<file path="config.mk">
export PLATFORM = sky130hd
export DESIGN_NAME = fetch_queue_flat
export DESIGN_NICKNAME = d
export VERILOG_FILES = /design/src/rtl/fetch_queue_if.sv /design/src/rtl/fetch_queue.sv /design/src/flat_wrapper.sv
export SDC_FILE = /design/constraint.sdc
export NUM_CORES = 1
export LEC_CHECK = 0
export CAP_MARGIN = 40
export CORE_UTILIZATION = 30
export CTS_CLUSTER_SIZE = 30
export DETAILED_ROUTE_END_ITERATION = 10
export PLACE_DENSITY = 0.55
export SLEW_MARGIN = 0
export SYNTH_ARGS = -nofsm -noshare
export SYNTH_HDL_FRONTEND = slang
export SYNTH_SLANG_ARGS = --single-unit
</file>
<file path="constraint.sdc">
create_clock -name clk -period 5.3 [get_ports clk]
set_clock_uncertainty 0.05 [all_clocks]
set_input_delay 1.06 -clock clk [delete_from_list [all_inputs] [get_ports clk]]
set_output_delay 1.06 -clock clk [all_outputs]
set_load 0.01 [all_outputs]
</file>
<file path="src/rtl/fetch_queue_if.sv">
// Handshake bundle between the fetch front end, the instruction cache and decode.
// The master side is the fetch_queue; the slave side is the cache/decode environment.
interface fetch_queue_if #(
  parameter int ADDR_WIDTH  = 64,
  parameter int FETCH_WIDTH = 2
);
  logic [ADDR_WIDTH-1:0]    entry;
  logic                     redirect_valid;
  logic [ADDR_WIDTH-1:0]    redirect_target;
  logic                     icache_req_valid;
  logic                     icache_req_ready;
  logic [ADDR_WIDTH-1:0]    icache_req_addr;
  logic                     icache_resp_valid;
  logic [32*FETCH_WIDTH-1:0] icache_resp_data;
  logic                     out_valid;
  logic                     out_ready;
  logic [ADDR_WIDTH-1:0]    out_pc;
  logic [31:0]              out_instr;

  modport master (
    input  entry, redirect_valid, redirect_target,
    input  icache_req_ready, icache_resp_valid, icache_resp_data,
    input  out_ready,
    output icache_req_valid, icache_req_addr,
    output out_valid, out_pc, out_instr
  );

  modport slave (
    output entry, redirect_valid, redirect_target,
    output icache_req_ready, icache_resp_valid, icache_resp_data,
    output out_ready,
    input  icache_req_valid, icache_req_addr,
    input  out_valid, out_pc, out_instr
  );
endinterface

</file>
<file path="src/rtl/fetch_queue.sv">
// Instruction-fetch front end: requests aligned blocks of FETCH_WIDTH
// instructions from the I-cache, enqueues the useful slots into a
// QUEUE_DEPTH-entry queue and hands them to decode one per cycle.
// A single request is outstanding at a time; a redirect during an
// in-flight request marks its response to be discarded.
module fetch_queue #(
  parameter int ADDR_WIDTH  = 64,
  parameter int FETCH_WIDTH = 2,
  parameter int QUEUE_DEPTH = 8
) (
  input  logic          clk,
  input  logic          reset,
  fetch_queue_if.master bus
);
  localparam int PTR_W  = $clog2(QUEUE_DEPTH);
  localparam int CNT_W  = PTR_W + 1;
  localparam int SLOT_W = (FETCH_WIDTH > 1) ? $clog2(FETCH_WIDTH) : 1;

  localparam logic [ADDR_WIDTH-1:0] BLK_MASK  = ADDR_WIDTH'(4*FETCH_WIDTH - 1);
  localparam logic [ADDR_WIDTH-1:0] BLK_BYTES = ADDR_WIDTH'(4*FETCH_WIDTH);
  localparam logic [ADDR_WIDTH-1:0] WORD_MASK = ADDR_WIDTH'(3);

  typedef enum logic [1:0] {IDLE, REQ, WAIT} state_t;

  state_t                 state_q;
  logic                   drop_q;
  logic                   req_valid_q;
  logic [ADDR_WIDTH-1:0]  req_addr_q;
  logic [ADDR_WIDTH-1:0]  fetch_pc_q, fetch_pc_d;
  logic [CNT_W-1:0]       count_q, count_d;
  logic [PTR_W-1:0]       rd_ptr_q, rd_ptr_d;
  logic [PTR_W-1:0]       wr_ptr_q, wr_ptr_d;

  logic [ADDR_WIDTH-1:0]  pc_mem    [QUEUE_DEPTH];
  logic [31:0]            instr_mem [QUEUE_DEPTH];

  logic [ADDR_WIDTH-1:0]  blk_addr;
  logic [SLOT_W-1:0]      offset;
  logic [CNT_W-1:0]       n_push;
  logic                   push;
  logic                   pop;
  logic                   req_fire;
  logic                   free_ok_d;
  logic                   head_valid;

  assign blk_addr   = fetch_pc_q & ~BLK_MASK;
  assign offset     = SLOT_W'((fetch_pc_q >> 2) & ADDR_WIDTH'(FETCH_WIDTH - 1));
  assign n_push     = CNT_W'(FETCH_WIDTH) - CNT_W'(offset);
  assign head_valid = (count_q != '0);
  assign pop        = head_valid && bus.out_ready;
  assign req_fire   = req_valid_q && bus.icache_req_ready;
  assign push       = (state_q == WAIT) && bus.icache_resp_valid && !drop_q
                      && !bus.redirect_valid;
  assign free_ok_d  = (CNT_W'(QUEUE_DEPTH) - count_d) >= CNT_W'(FETCH_WIDTH);

  assign bus.icache_req_valid = req_valid_q;
  assign bus.icache_req_addr  = req_addr_q;
  assign bus.out_valid        = head_valid;
  assign bus.out_pc           = head_valid ? pc_mem[rd_ptr_q]    : '0;
  assign bus.out_instr        = head_valid ? instr_mem[rd_ptr_q] : '0;

  // Next queue occupancy, pointers and fetch PC; a redirect flushes the queue.
  always_comb begin
    count_d    = count_q;
    rd_ptr_d   = rd_ptr_q;
    wr_ptr_d   = wr_ptr_q;
    fetch_pc_d = fetch_pc_q;
    if (bus.redirect_valid) begin
      count_d    = '0;
      rd_ptr_d   = '0;
      wr_ptr_d   = '0;
      fetch_pc_d = bus.redirect_target & ~WORD_MASK;
    end else begin
      count_d  = count_q + (push ? n_push : '0) - (pop ? CNT_W'(1) : '0);
      rd_ptr_d = rd_ptr_q + (pop ? PTR_W'(1) : '0);
      wr_ptr_d = wr_ptr_q + (push ? PTR_W'(n_push) : '0);
      if (push) fetch_pc_d = blk_addr + BLK_BYTES;
    end
  end

  // Queue bookkeeping registers and the fetch PC.
  always_ff @(posedge clk) begin
    if (reset) begin
      count_q    <= '0;
      rd_ptr_q   <= '0;
      wr_ptr_q   <= '0;
      fetch_pc_q <= bus.entry & ~WORD_MASK;
    end else begin
      count_q    <= count_d;
      rd_ptr_q   <= rd_ptr_d;
      wr_ptr_q   <= wr_ptr_d;
      fetch_pc_q <= fetch_pc_d;
    end
  end

  // Queue storage: slots from the current offset upward land in consecutive entries.
  always_ff @(posedge clk) begin
    if (push && !reset) begin
      for (int s = 0; s < FETCH_WIDTH; s++) begin
        if (s >= int'(offset)) begin
          pc_mem[wr_ptr_q + PTR_W'(s) - PTR_W'(offset)]    <= blk_addr + ADDR_WIDTH'(4*s);
          instr_mem[wr_ptr_q + PTR_W'(s) - PTR_W'(offset)] <= bus.icache_resp_data[32*s +: 32];
        end
      end
    end
  end

  // Request FSM with registered request valid/address; redirect has top priority.
  always_ff @(posedge clk) begin
    if (reset) begin
      state_q     <= IDLE;
      drop_q      <= 1'b0;
      req_valid_q <= 1'b0;
      req_addr_q  <= '0;
    end else begin
      req_addr_q <= fetch_pc_d & ~BLK_MASK;
      if (bus.redirect_valid) begin
        if ((state_q == WAIT && !bus.icache_resp_valid) ||
            (state_q == REQ && req_fire)) begin
          state_q     <= WAIT;
          drop_q      <= 1'b1;
          req_valid_q <= 1'b0;
        end else begin
          state_q     <= REQ;
          drop_q      <= 1'b0;
          req_valid_q <= 1'b1;
        end
      end else begin
        case (state_q)
          IDLE: begin
            state_q     <= REQ;
            req_valid_q <= free_ok_d;
          end
          REQ: begin
            if (req_fire) begin
              state_q     <= WAIT;
              drop_q      <= 1'b0;
              req_valid_q <= 1'b0;
            end else begin
              req_valid_q <= free_ok_d;
            end
          end
          WAIT: begin
            if (bus.icache_resp_valid) begin
              state_q     <= REQ;
              drop_q      <= 1'b0;
              req_valid_q <= free_ok_d;
            end
          end
          default: begin
            state_q     <= IDLE;
            drop_q      <= 1'b0;
            req_valid_q <= 1'b0;
          end
        endcase
      end
    end
  end
endmodule
</file>
<file path="src/flat_wrapper.sv">
// flat-port wrapper written by rule: the top's interface ports become plain ports
module fetch_queue_flat 
#(
  parameter int ADDR_WIDTH  = 64,
  parameter int FETCH_WIDTH = 2,
  parameter int QUEUE_DEPTH = 8
)
  (clk, reset, bus_entry, bus_redirect_valid, bus_redirect_target, bus_icache_req_ready, bus_icache_resp_valid, bus_icache_resp_data, bus_out_ready, bus_icache_req_valid, bus_icache_req_addr, bus_out_valid, bus_out_pc, bus_out_instr);
  fetch_queue_if #(.ADDR_WIDTH(ADDR_WIDTH), .FETCH_WIDTH(FETCH_WIDTH)) bus_i ();
  input  logic clk;
  input  logic reset;
  input wire logic [$bits(bus_i.entry)-1:0] bus_entry;
  input wire logic [$bits(bus_i.redirect_valid)-1:0] bus_redirect_valid;
  input wire logic [$bits(bus_i.redirect_target)-1:0] bus_redirect_target;
  input wire logic [$bits(bus_i.icache_req_ready)-1:0] bus_icache_req_ready;
  input wire logic [$bits(bus_i.icache_resp_valid)-1:0] bus_icache_resp_valid;
  input wire logic [$bits(bus_i.icache_resp_data)-1:0] bus_icache_resp_data;
  input wire logic [$bits(bus_i.out_ready)-1:0] bus_out_ready;
  output wire logic [$bits(bus_i.icache_req_valid)-1:0] bus_icache_req_valid;
  output wire logic [$bits(bus_i.icache_req_addr)-1:0] bus_icache_req_addr;
  output wire logic [$bits(bus_i.out_valid)-1:0] bus_out_valid;
  output wire logic [$bits(bus_i.out_pc)-1:0] bus_out_pc;
  output wire logic [$bits(bus_i.out_instr)-1:0] bus_out_instr;
  assign bus_i.entry = bus_entry;
  assign bus_i.redirect_valid = bus_redirect_valid;
  assign bus_i.redirect_target = bus_redirect_target;
  assign bus_i.icache_req_ready = bus_icache_req_ready;
  assign bus_i.icache_resp_valid = bus_icache_resp_valid;
  assign bus_i.icache_resp_data = bus_icache_resp_data;
  assign bus_i.out_ready = bus_out_ready;
  assign bus_icache_req_valid = bus_i.icache_req_valid;
  assign bus_icache_req_addr = bus_i.icache_req_addr;
  assign bus_out_valid = bus_i.out_valid;
  assign bus_out_pc = bus_i.out_pc;
  assign bus_out_instr = bus_i.out_instr;
  fetch_queue #(.ADDR_WIDTH(ADDR_WIDTH), .FETCH_WIDTH(FETCH_WIDTH), .QUEUE_DEPTH(QUEUE_DEPTH)) u_core (.clk(clk), .reset(reset), .bus(bus_i));
endmodule
</file>
==> results.tsv <==
stage	metric	value	unit
run_status	status	finished clean	
floorplanning	die area	139000	µm²
floorplanning	Initial Utilization	30.3	%
worst_setup_path	Critical Path Max Stage Delay	0.61	ns
clock_tree	CTS root buf	clkbuf_16	
place	I/O Buffers	350	
synthesis	largest family of logic cells by synthesized area	multiplexers	
pwr	power density cells	374	nW/µm²
place	placed cell area	47000	µm²
detailed_routing	DR iter-0 viols	1843	
final_layout	Filler Cell Count	12900	
synthesis	main flop type after synthesis	edfxtp_1	
worst_setup_path	crit end category	output port	
sta	final setup margin	0.747	ns
sta	post-route minimum period	4.55	ns
detailed_routing	max layer used	met5	
clock_tree	TritonCTS buffer count	99	
synthesis	syn avg cell area	14.4	µm²
grt	GRT overflow	0	
final_layout	commonest cells after routing, fill and taps aside	edfxtp_1, clkdlybuf4s50_1, mux2_2	
place	dpl ws	1.02	ns
pwr	Lkg Pwr	0.0150	µW
clock_tree	# hold bufs at CTS	0	
worst_setup_path	worst path bufs/invs	2	
synthesis	xor and xnor area share after synthesis	1.13	%
detailed_routing	Detail Route met3 WL	7370	µm
synthesis	warnings from Yosys	0	
grt	vias in the first global route	25100	
floorplanning	Die Wd	373	µm
final_layout	commonest non-fill, non-tap cell in the layout	edfxtp_1	
sta	max frequency	220	MHz
clock_tree	H-tree depth	3	
final_layout	post-layout util	37.0	%
worst_setup_path	Critical Path RT	4.19	ns
synthesis	Synth Register Bits	889	
synthesis	sequential area share after synthesis	61.3	%
sta	final slew viol count	0	
worst_setup_path	CP max-delay cell	dfxtp_4	
sta	Final period util	85.9	%
clock_tree	CTS tree	yes	
place	HPWL Detailed	74000	µm
pwr	Tot Pwr	18800	µW
synthesis	Synth Area in Compound Gates	2.61	%
synthesis	simple-gate share of the synthesized area	12.0	%
clock_tree	clk buf depth	3	
sta	final setup fails	0	
worst_setup_path	arrival time of the worst setup path	3.44	ns
synthesis	proportion of synthesized area in mux cells	19.7	%
detailed_routing	Routed WL	122000	µm
synthesis	Synth Cell Area	41200	µm²
detailed_routing	DR WL/cell	24.3	µm
floorplanning	Ports	360	
detailed_routing	Pre-antenna DRT Iters	5	
clock_tree	Setup Fix Bufs, Post-CTS	0	
sta	setup TNS	0	ns
job	max-cap violations	0	
detailed_routing	WL met2	57000	µm
grt	first-pass GRT wire length	176000	µm
clock_tree	CTS sink count	889	
final_layout	NumNets Final	3367	
worst_setup_path	crit path cell chain	buf_12 -> mux4_2 -> mux2i_1 -> nor2_1 -> clkdlybuf4s50_1	
pwr	VDD IR max	0.297	mV
synthesis	FFs w/ async S/R, synth	0	%
worst_setup_path	critical path class	reg -> out	
grt	pin count of the biggest net entering global routing	77	
sta	RSZ-0062 raised after global routing	no	
synthesis	Unique masters post-synth	62	
detailed_routing	Post-DRT Antenna Nets	0	
detailed_routing	DR vias	24500	
synthesis	Post-synth EDFFs	745	
place	gpl congestion	0.772	
floorplanning	die height	373	µm
final_layout	fraction of layout cells with a size suffix above 1	22.2	%
sta	final hold viol count	0	
detailed_routing	vias per cell	4.89	
clock_tree	clk_lat worst skew	0.71	ns
final_layout	Finished Cell Area	50300	µm²
grt	initial antenna violation count	9	
hold_path	worst min path class	reg -> reg	
floorplanning	Core Rows	135	
grt	gr usage total	17.3	%
sta	Slew HR	41.2	%
final_layout	Synth-to-Final Area Change	22.0	%
worst_setup_path	Startpoint Class	flip-flop	
clock_tree	post-CTS sizing	0	
synthesis	Synth Area in Adders	0.583	%
synthesis	Post-Synthesis Cells	2866	
worst_setup_path	Max FO, Critical Path	63	
sta	Worst Tran Pin Value	0.882	ns
detailed_routing	DRC	0	
clock_tree	CTS clk-pin slew, worst paths	0.06	ns
worst_setup_path	crit-path leading delay family	buffers and inverters	
detailed_routing	WL met1	55800	µm
floorplanning	Core Area	136000	µm²
-- routing by layer --
layer  vias up  GRT usage, %
li1      11200             -
met2       682          27.9
met1     12500          24.1
met5         -             0
met4        12          3.36
met3       149          3.65
-- worst min-delay path, stage by stage (launching register included) --
cell,delay (ns)
dfxtp_1,0.31
nand2_1,0.05
nand2_1,0.04
-- cell type report --
| class | instances | area (µm²) | share of cell area (%) |
|---|---|---|---|
| flip-flops and latches | 889 | 25300 | 50.2 |
| multi-input cells | 1700 | 14900 | 29.7 |
| repair buffers | 422 | 4420 | 8.78 |
| clock buffers | 134 | 2790 | 5.54 |
| well taps | 1781 | 2230 | 4.43 |
| clock inverters | 50 | 485 | 0.965 |
| inverters | 39 | 156 | 0.311 |
| diodes | 3 | 7.51 | 0.0149 |
-- metrics by stage --
| stage | instances | hold slack [ns] |
|---|---|---|
| detailed placement | 4831 | 0.384 |
| floorplan | 2870 | 0.368 |
| global route | 5015 | 0.415 |
| global placement | 4827 | 0.379 |
| CTS | 5015 | 0.393 |
| finish | 5018 | 0.392 |
-- sequential cells by signal, summed over array words and instances, names as in the netlist --
| signal | cells |
|---|---|
| u_core.instr_mem | 256 |
| u_core.fetch_pc_q | 62 |
| u_core.bus.icache_req_addr | 61 |
| u_core.bus.icache_req_valid | 1 |
| u_core.pc_mem | 496 |
| u_core.count_q | 4 |
| u_core.drop_q | 1 |
| u_core.state_q | 2 |
| u_core.rd_ptr_q | 3 |
| u_core.wr_ptr_q | 3 |
-- synthesized netlist by cell type (5+ instances only) --
master    number  area (µm²)
o31ai_1       20         150
o211ai_1       5        37.5
a211oi_1       5        37.5
a21oi_1       70         350
mux2_2       257        2890
a21o_1        15         113
a21boi_0       8        60.1
nor2b_1      217        1360
mux2i_1      100        1000
nor2_1       203         762
dfxtp_1      144        2880
mux4_2       188        4230
nand3_1       31         155
buf_4          8        60.1
clkbuf_1     176         661
nor4_1        10        62.6
inv_1         33         124
clkinv_1       6        22.5
buf_1         34         128
o31a_1         8        70.1
xor2_1        10        87.6
nand2_1      116         435
and3_1         8        50.1
buf_2         22         110
o21ai_0       24         120
nor4_2         5        62.6
edfxtp_1     745       22400
nor3_1        34         170
and2_1       225        1410
nand4_1       25         156
xnor2_1       43         377
ha_1          16         200
-- final timing paths --
path,from,to,slack [ns],cells past startpoint
hold reg to reg,u_core.pc_mem[1][2]$_SDFFE_PP1P_,u_core.pc_mem[1][2]$_SDFFE_PP1P_,0.39,2
setup reg to reg,u_core.count_q[2]$_SDFF_PP0_,u_core.bus.icache_req_valid$_SDFFE_PP0P_,1.70,15
hold / removal,u_core.pc_mem[1][2]$_SDFFE_PP1P_,u_core.pc_mem[1][2]$_SDFFE_PP1P_,0.39,2
setup / recovery,u_core.rd_ptr_q[0]$_SDFF_PP0_,bus_out_pc[7],0.75,5
-- report_power, final --
group	leakage (µW)	internal [µW]	switching [µW]
clock network	0.00162	4000	2950
registers	0.00689	7610	196
logic	0.00648	1980	2080
-- logic make-up (layout without fill, tap and decap cells) --
logic type      after synthesis  after routing
fa+ha+maj                    18             18
other cells                   1              8
mux                         545            545
buf+inv                     281            645
simple gates                905            905
xor+xnor                     53             53
flops                       889            889
compound gates              174            174
Power figures use the tool's default switching activity.
